### src/rtl/fetch_pkg.sv
// Shared types and constants for the instruction fetch sequencer.
// The sequencer emits one inc_pc pulse per completed fetch and the PC register adds PC_STEP on it.
package fetch_pkg;

    localparam int DATA_W_DEF = 32;
    localparam int ADDR_W_DEF = 32;
    localparam int PC_STEP    = 4;

    typedef enum logic [2:0] {
        S_IDLE  = 3'd0,
        S_ADDR  = 3'd1,
        S_READ  = 3'd2,
        S_HOLD  = 3'd3,
        S_FAULT = 3'd4
    } state_t;

    // A limit of 0 disables the timeout, but the counter still needs one bit.
    function automatic int cnt_width(input int wait_max);
        return (wait_max < 1) ? 1 : $clog2(wait_max + 1);
    endfunction

endpackage

### src/rtl/instr_fetch_seq_wait_timer.sv
// Saturating wait counter for the READ phase; expired flags the last allowed cycle without an ack.
// limit == 0 means the timeout is disabled and expired never asserts.
module wait_timer #(
    parameter int CNT_W = 4
) (
    input  logic             clk,
    input  logic             clr,
    input  logic             restart,
    input  logic             run,
    input  logic [CNT_W-1:0] limit,
    output logic             expired
);

    logic [CNT_W-1:0] count;
    logic             at_limit;

    assign at_limit = (limit != '0) && (count == limit - 1'b1);
    assign expired  = run && at_limit;

    always_ff @(posedge clk) begin
        if (clr || restart) begin
            count <= '0;
        end else if (run && !at_limit) begin
            count <= count + 1'b1;
        end
    end

endmodule

### src/rtl/instr_fetch_seq.sv
// Fetch sequencer: reads the word at pc, latches it into ir and pulses inc_pc once per successful fetch.
// A memory that never acks within WAIT_MAX READ cycles parks the sequencer in FAULT until clr.
module instr_fetch_seq
    import fetch_pkg::*;
#(
    parameter int DATA_W   = DATA_W_DEF,
    parameter int ADDR_W   = ADDR_W_DEF,
    parameter int WAIT_MAX = 15
) (
    input  logic              clk,
    input  logic              clr,
    input  logic              start,
    input  logic [ADDR_W-1:0] pc,
    output logic [ADDR_W-1:0] mem_addr,
    output logic              mem_rd,
    input  logic              mem_ack,
    input  logic [DATA_W-1:0] mem_rdata,
    output logic              inc_pc,
    output logic [DATA_W-1:0] ir,
    output logic              ir_valid,
    input  logic              ir_taken,
    output logic              busy,
    output logic              fetch_fault,
    output state_t            state
);

    localparam int CNT_W = cnt_width(WAIT_MAX);

    logic timer_restart;
    logic timer_run;
    logic timer_expired;

    // Handshakes: mem_rd stays high until the cycle mem_ack is seen in READ (data captured that edge);
    // ir_valid stays high until the cycle ir_taken is seen in HOLD. Neither side is queued elsewhere.
    assign timer_restart = (state == S_ADDR);
    assign timer_run     = (state == S_READ) && !mem_ack;
    assign busy          = (state != S_IDLE);

    wait_timer #(
        .CNT_W(CNT_W)
    ) u_wait_timer (
        .clk     (clk),
        .clr     (clr),
        .restart (timer_restart),
        .run     (timer_run),
        .limit   (CNT_W'(WAIT_MAX)),
        .expired (timer_expired)
    );

    always_ff @(posedge clk) begin
        if (clr) begin
            state       <= S_IDLE;
            mem_addr    <= '0;
            mem_rd      <= 1'b0;
            inc_pc      <= 1'b0;
            ir          <= '0;
            ir_valid    <= 1'b0;
            fetch_fault <= 1'b0;
        end else begin
            case (state)
                S_IDLE: begin
                    inc_pc <= 1'b0;
                    if (start) begin
                        state <= S_ADDR;
                    end
                end
                S_ADDR: begin
                    mem_addr <= pc;
                    mem_rd   <= 1'b1;
                    state    <= S_READ;
                end
                S_READ: begin
                    // An ack on the limit cycle wins: timer_expired is gated off by mem_ack.
                    if (mem_ack) begin
                        ir       <= mem_rdata;
                        mem_rd   <= 1'b0;
                        ir_valid <= 1'b1;
                        inc_pc   <= 1'b1;
                        state    <= S_HOLD;
                    end else if (timer_expired) begin
                        mem_rd      <= 1'b0;
                        fetch_fault <= 1'b1;
                        state       <= S_FAULT;
                    end
                end
                S_HOLD: begin
                    inc_pc <= 1'b0;
                    if (ir_taken) begin
                        ir_valid <= 1'b0;
                        state    <= start ? S_ADDR : S_IDLE;
                    end
                end
                S_FAULT: begin
                    mem_rd <= 1'b0;
                    inc_pc <= 1'b0;
                end
                default: begin
                    state <= S_IDLE;
                end
            endcase
        end
    end

endmodule

### config.mk
export PLATFORM = sky130hd
export DESIGN_NAME = instr_fetch_seq
export DESIGN_NICKNAME = d
export VERILOG_FILES = /design/src/rtl/fetch_pkg.sv /design/src/rtl/instr_fetch_seq_wait_timer.sv /design/src/rtl/instr_fetch_seq.sv
export SDC_FILE = /design/constraint.sdc
export NUM_CORES = 1
export LEC_CHECK = 0
export CORE_UTILIZATION = 37
export DETAILED_ROUTE_END_ITERATION = 10
export PLACE_DENSITY = 0.75
export SYNTH_ARGS = -nofsm -noshare
export SYNTH_HDL_FRONTEND = slang
export SYNTH_SLANG_ARGS = --single-unit
### constraint.sdc
create_clock -name clk -period 1.9 [get_ports clk]
set_input_delay 0.19 -clock clk [delete_from_list [all_inputs] [get_ports clk]]
set_output_delay 0.19 -clock clk [all_outputs]
set_load 0.005 [all_outputs]
==> results of run 1 <==
-- power by group through the flow --
stage | clock [W] | combinational [W] | sequential [W]
after global routing | 0.00110 | 0.000649 | 0.00170
after CTS | 0.00105 | 0.000596 | 0.00169
after floorplan | 0 | 0.000214 | 0.00173
final | 0.00101 | 0.000588 | 0.00169
after detailed placement | 0 | 0.000593 | 0.00173
after global placement | 0 | 0.000586 | 0.00172
-- metal layers --
metal | vias to the layer above | share of wire | wire length, um | global-route usage
li1 | 1428 | - | - | -
met1 | 1282 | 0.44 | 3160 | 0.210
met2 | 91 | 0.48 | 3410 | 0.318
met3 | 6 | 0.074 | 527 | 0.0532
met4 | 0 | 0.0062 | 44 | 0.0616
met5 | - | 0 | 0 | 0
-- placed cells by master (no fill, tap or decap), drive strengths merged, types with 2 or more instances in the layout --
| cell | count |
|---|---|
| clkinv | 4 |
| clkbuf | 10 |
| a211oi | 3 |
| nor3b | 2 |
| nand2 | 129 |
| nor4bb | 2 |
| ha | 2 |
| dfxtp | 75 |
| or3 | 3 |
| buf | 15 |
| inv | 4 |
| clkdlybuf4s50 | 138 |
| nor2 | 6 |
| a21oi | 71 |
| nand3 | 5 |
| o21ai | 4 |
-- critical path, stage by stage, from the launching register on --
cell and delay (ns):
dfxtp_1 0.35, buf_4 0.23, clkdlybuf4s50_1 0.57
-- Yosys cell counts --
master	n	area, um^2
nand2_1	129	484
dfxtp_1	75	1500
a21oi_1	71	355
clkbuf_1	22	82.6
nor2_1	6	22.5
nand3_1	5	25.0
buf_2	4	20.0
inv_1	4	15.0
a211oi_1	3	22.5
o21ai_1	3	15.0
or3_1	3	18.8
ha_1	2	25.0
nor4bb_1	2	20.0
a2111oi_0	1	8.76
a211o_1	1	8.76
a221oi_1	1	8.76
a311o_1	1	10.0
a31o_1	1	8.76
a41o_1	1	10.0
and3_1	1	6.26
buf_4	1	7.51
mux2i_1	1	10.0
nand2b_1	1	6.26
nand4bb_1	1	11.3
nor3b_1	1	7.51
nor3b_2	1	12.5
nor4b_2	1	15.0
o211ai_1	1	7.51
o21ai_0	1	5.00
o31ai_1	1	7.51
or3b_1	1	8.76
or4b_4	1	13.8
xnor2_1	1	8.76
-- cells by family after synthesis --
logic type               Yosys count  share of synthesized area
AO/OA/AOI/OAI                     86                      0.168
XOR/XNOR                           1                    0.00314
adder cells (fa/ha/maj)            2                    0.00897
buffers and inverters             31                     0.0448
flip-flops                        75                      0.538
multiplexers                       1                    0.00359
AND/OR/NAND/NOR                  153                      0.234
-- worst paths after layout --
check,cells after the start,end,slack (ns),startpoint
hold reg to reg,2,mem_addr[27],0.45,mem_addr[27]
hold / removal,2,fetch_fault,0.36,clr
setup reg to reg,3,u_wait_timer.count[3],0.34,state[0]
setup / recovery,2,state[1],0.24,state[1]
-- sequential cells by signal (all words and copies together) (netlist names) --
register and count:
fetch_fault 1, inc_pc 1, ir 32, ir_valid 1, mem_addr 32, mem_rd 1, state 3, u_wait_timer.count 4
-- per-stage QoR --
stage	setup slack [ns]	util	hold slack, ns	area, um^2	total power (W)
after floorplan	0.324	-	0.326	2790	0.00195
after global placement	0.103	0.597	0.441	4330	0.00231
after detailed placement	0.0565	0.597	0.448	4330	0.00232
after CTS	0.0147	0.618	0.360	4490	0.00333
after global routing	0.182	0.619	0.386	4490	0.00345
final	0.241	0.619	0.359	4490	0.00328
-- area by class of cell --
cell class	instances	area share
multi-input combinational	243	0.264
timing repair buffer	154	0.336
inverter	4	0.00334
clock inverter	5	0.00696
clock buffer	10	0.0284
sequential	75	0.334
tap	99	0.0276
-- repair_timing --
| item | CTS | global route |
|---|---|---|
| endpoints found under the hold margin | 0 | 0 |
| setup endpoints to repair | 0 | 1 |
| gates resized for setup | 0 | 2 |
==> results_dict.tcl, run 1 <==
set metrics [dict create \
    antenna_found_initial 0 \
    firstDrtPassIters 4 \
    crit_type "flip-flop to primary output" \
    combinationalPowerShare 0.179 \
    synthToLayoutAreaGrowth_pct 61.0 \
    clock_path_buffers 2 \
    max_slew_margin 0.603 \
    grt_max_degree 34 \
    cts_tree "done" \
    cts_hold_buf 0 \
    clock-sinks 75 \
    finalNonFillerCells 590 \
    grt-ovfl-total 0 \
    clkPwrFrac 0.307 \
    gp_congestion 0.730 \
    seqPwrFrac 0.514 \
    fp.dieArea_um2 7890 \
    dp_cells 575 \
    worst_slew_pin_slew_ns 0.596 \
    fmax_ghz 0.603 \
    first_global_vias 2565 \
    synthesis.nets 420 \
    outcome "finished clean" \
    wl_per_cell_um 12.1 \
    end_kind "primary output" \
    fin_skew_ns 0.00631 \
    power.internal_w 0.00246 \
    rsz0062_at_grt "no" \
    ys_seq_area_frac 0.538 \
    dp_hpwl_mm 5.17 \
    yosys_warnings 0 \
    dieWidth_um 88.8 \
    arrival_ns 1.47 \
    ys_types 33 \
    multi_input_comb_area_um2 1180 \
    row_count 31 \
    insertedDiodeCount 0 \
    io_pins 141 \
    cp_data_required_time_ns 1.71 \
    drc_errors 0 \
    p_sw_w 0.000824 \
    startpoint_type "flip-flop" \
    leakage_nw 1.59 \
    path_clk_slew_ns 0.07 \
    grt_pass1_wl_mm 11.2 \
    initial_utilization 0.385 \
    core_area_um2 7250 \
    hold_viol 0 \
    postCtsSetupBuffers 0 \
    drt_wl_total_mm 7.14 \
    power_density_nw_per_um2 731 \
    seq_area_um2 1500 \
    vdd_drop_max_mv 0.523 \
    drt-vias-per-instance 4.76 \
    track_usage 0.181 \
    syn_inst 349 \
    antenna_left 0 \
    syn_area_um2 2790 \
    finalSetupViolations 0 \
    vias 2807 \
    path_max_fanout 18 \
    fillCellCount 688 \
    finalSetupTns_ns 0 \
    fin_crit_ns 1.66 \
    finalCritPeriodShare 0.873 \
    clock_latency_ns 0.33 \
    maxCapViolations 0 \
    final_nets 558 \
    avgSynthCellArea_um2 7.99 \
    holdCritPathClass "input port to flip-flop" \
    ys_seq_elements 75 \
    cts-root-buf "clkbuf_8" \
    cts-htree-levels 3 \
    io_buffers 140 \
    drv_slew 0 \
    numCtsBuffers 9 \
    drt_iter0_markers 137 \
    die_h_um 88.8 \
    drive_above_1_share 0.0672 \
    swShare 0.251 \
]
(Power assumes the default switching activity.)
==> run 2: changes to the inputs <==
- CAP_MARGIN: unset -> 0
- TNS_END_PERCENT: unset -> 5
==> results of run 2 <==
Same layout as run 1: the final DEF is identical, and so are final timing and power.
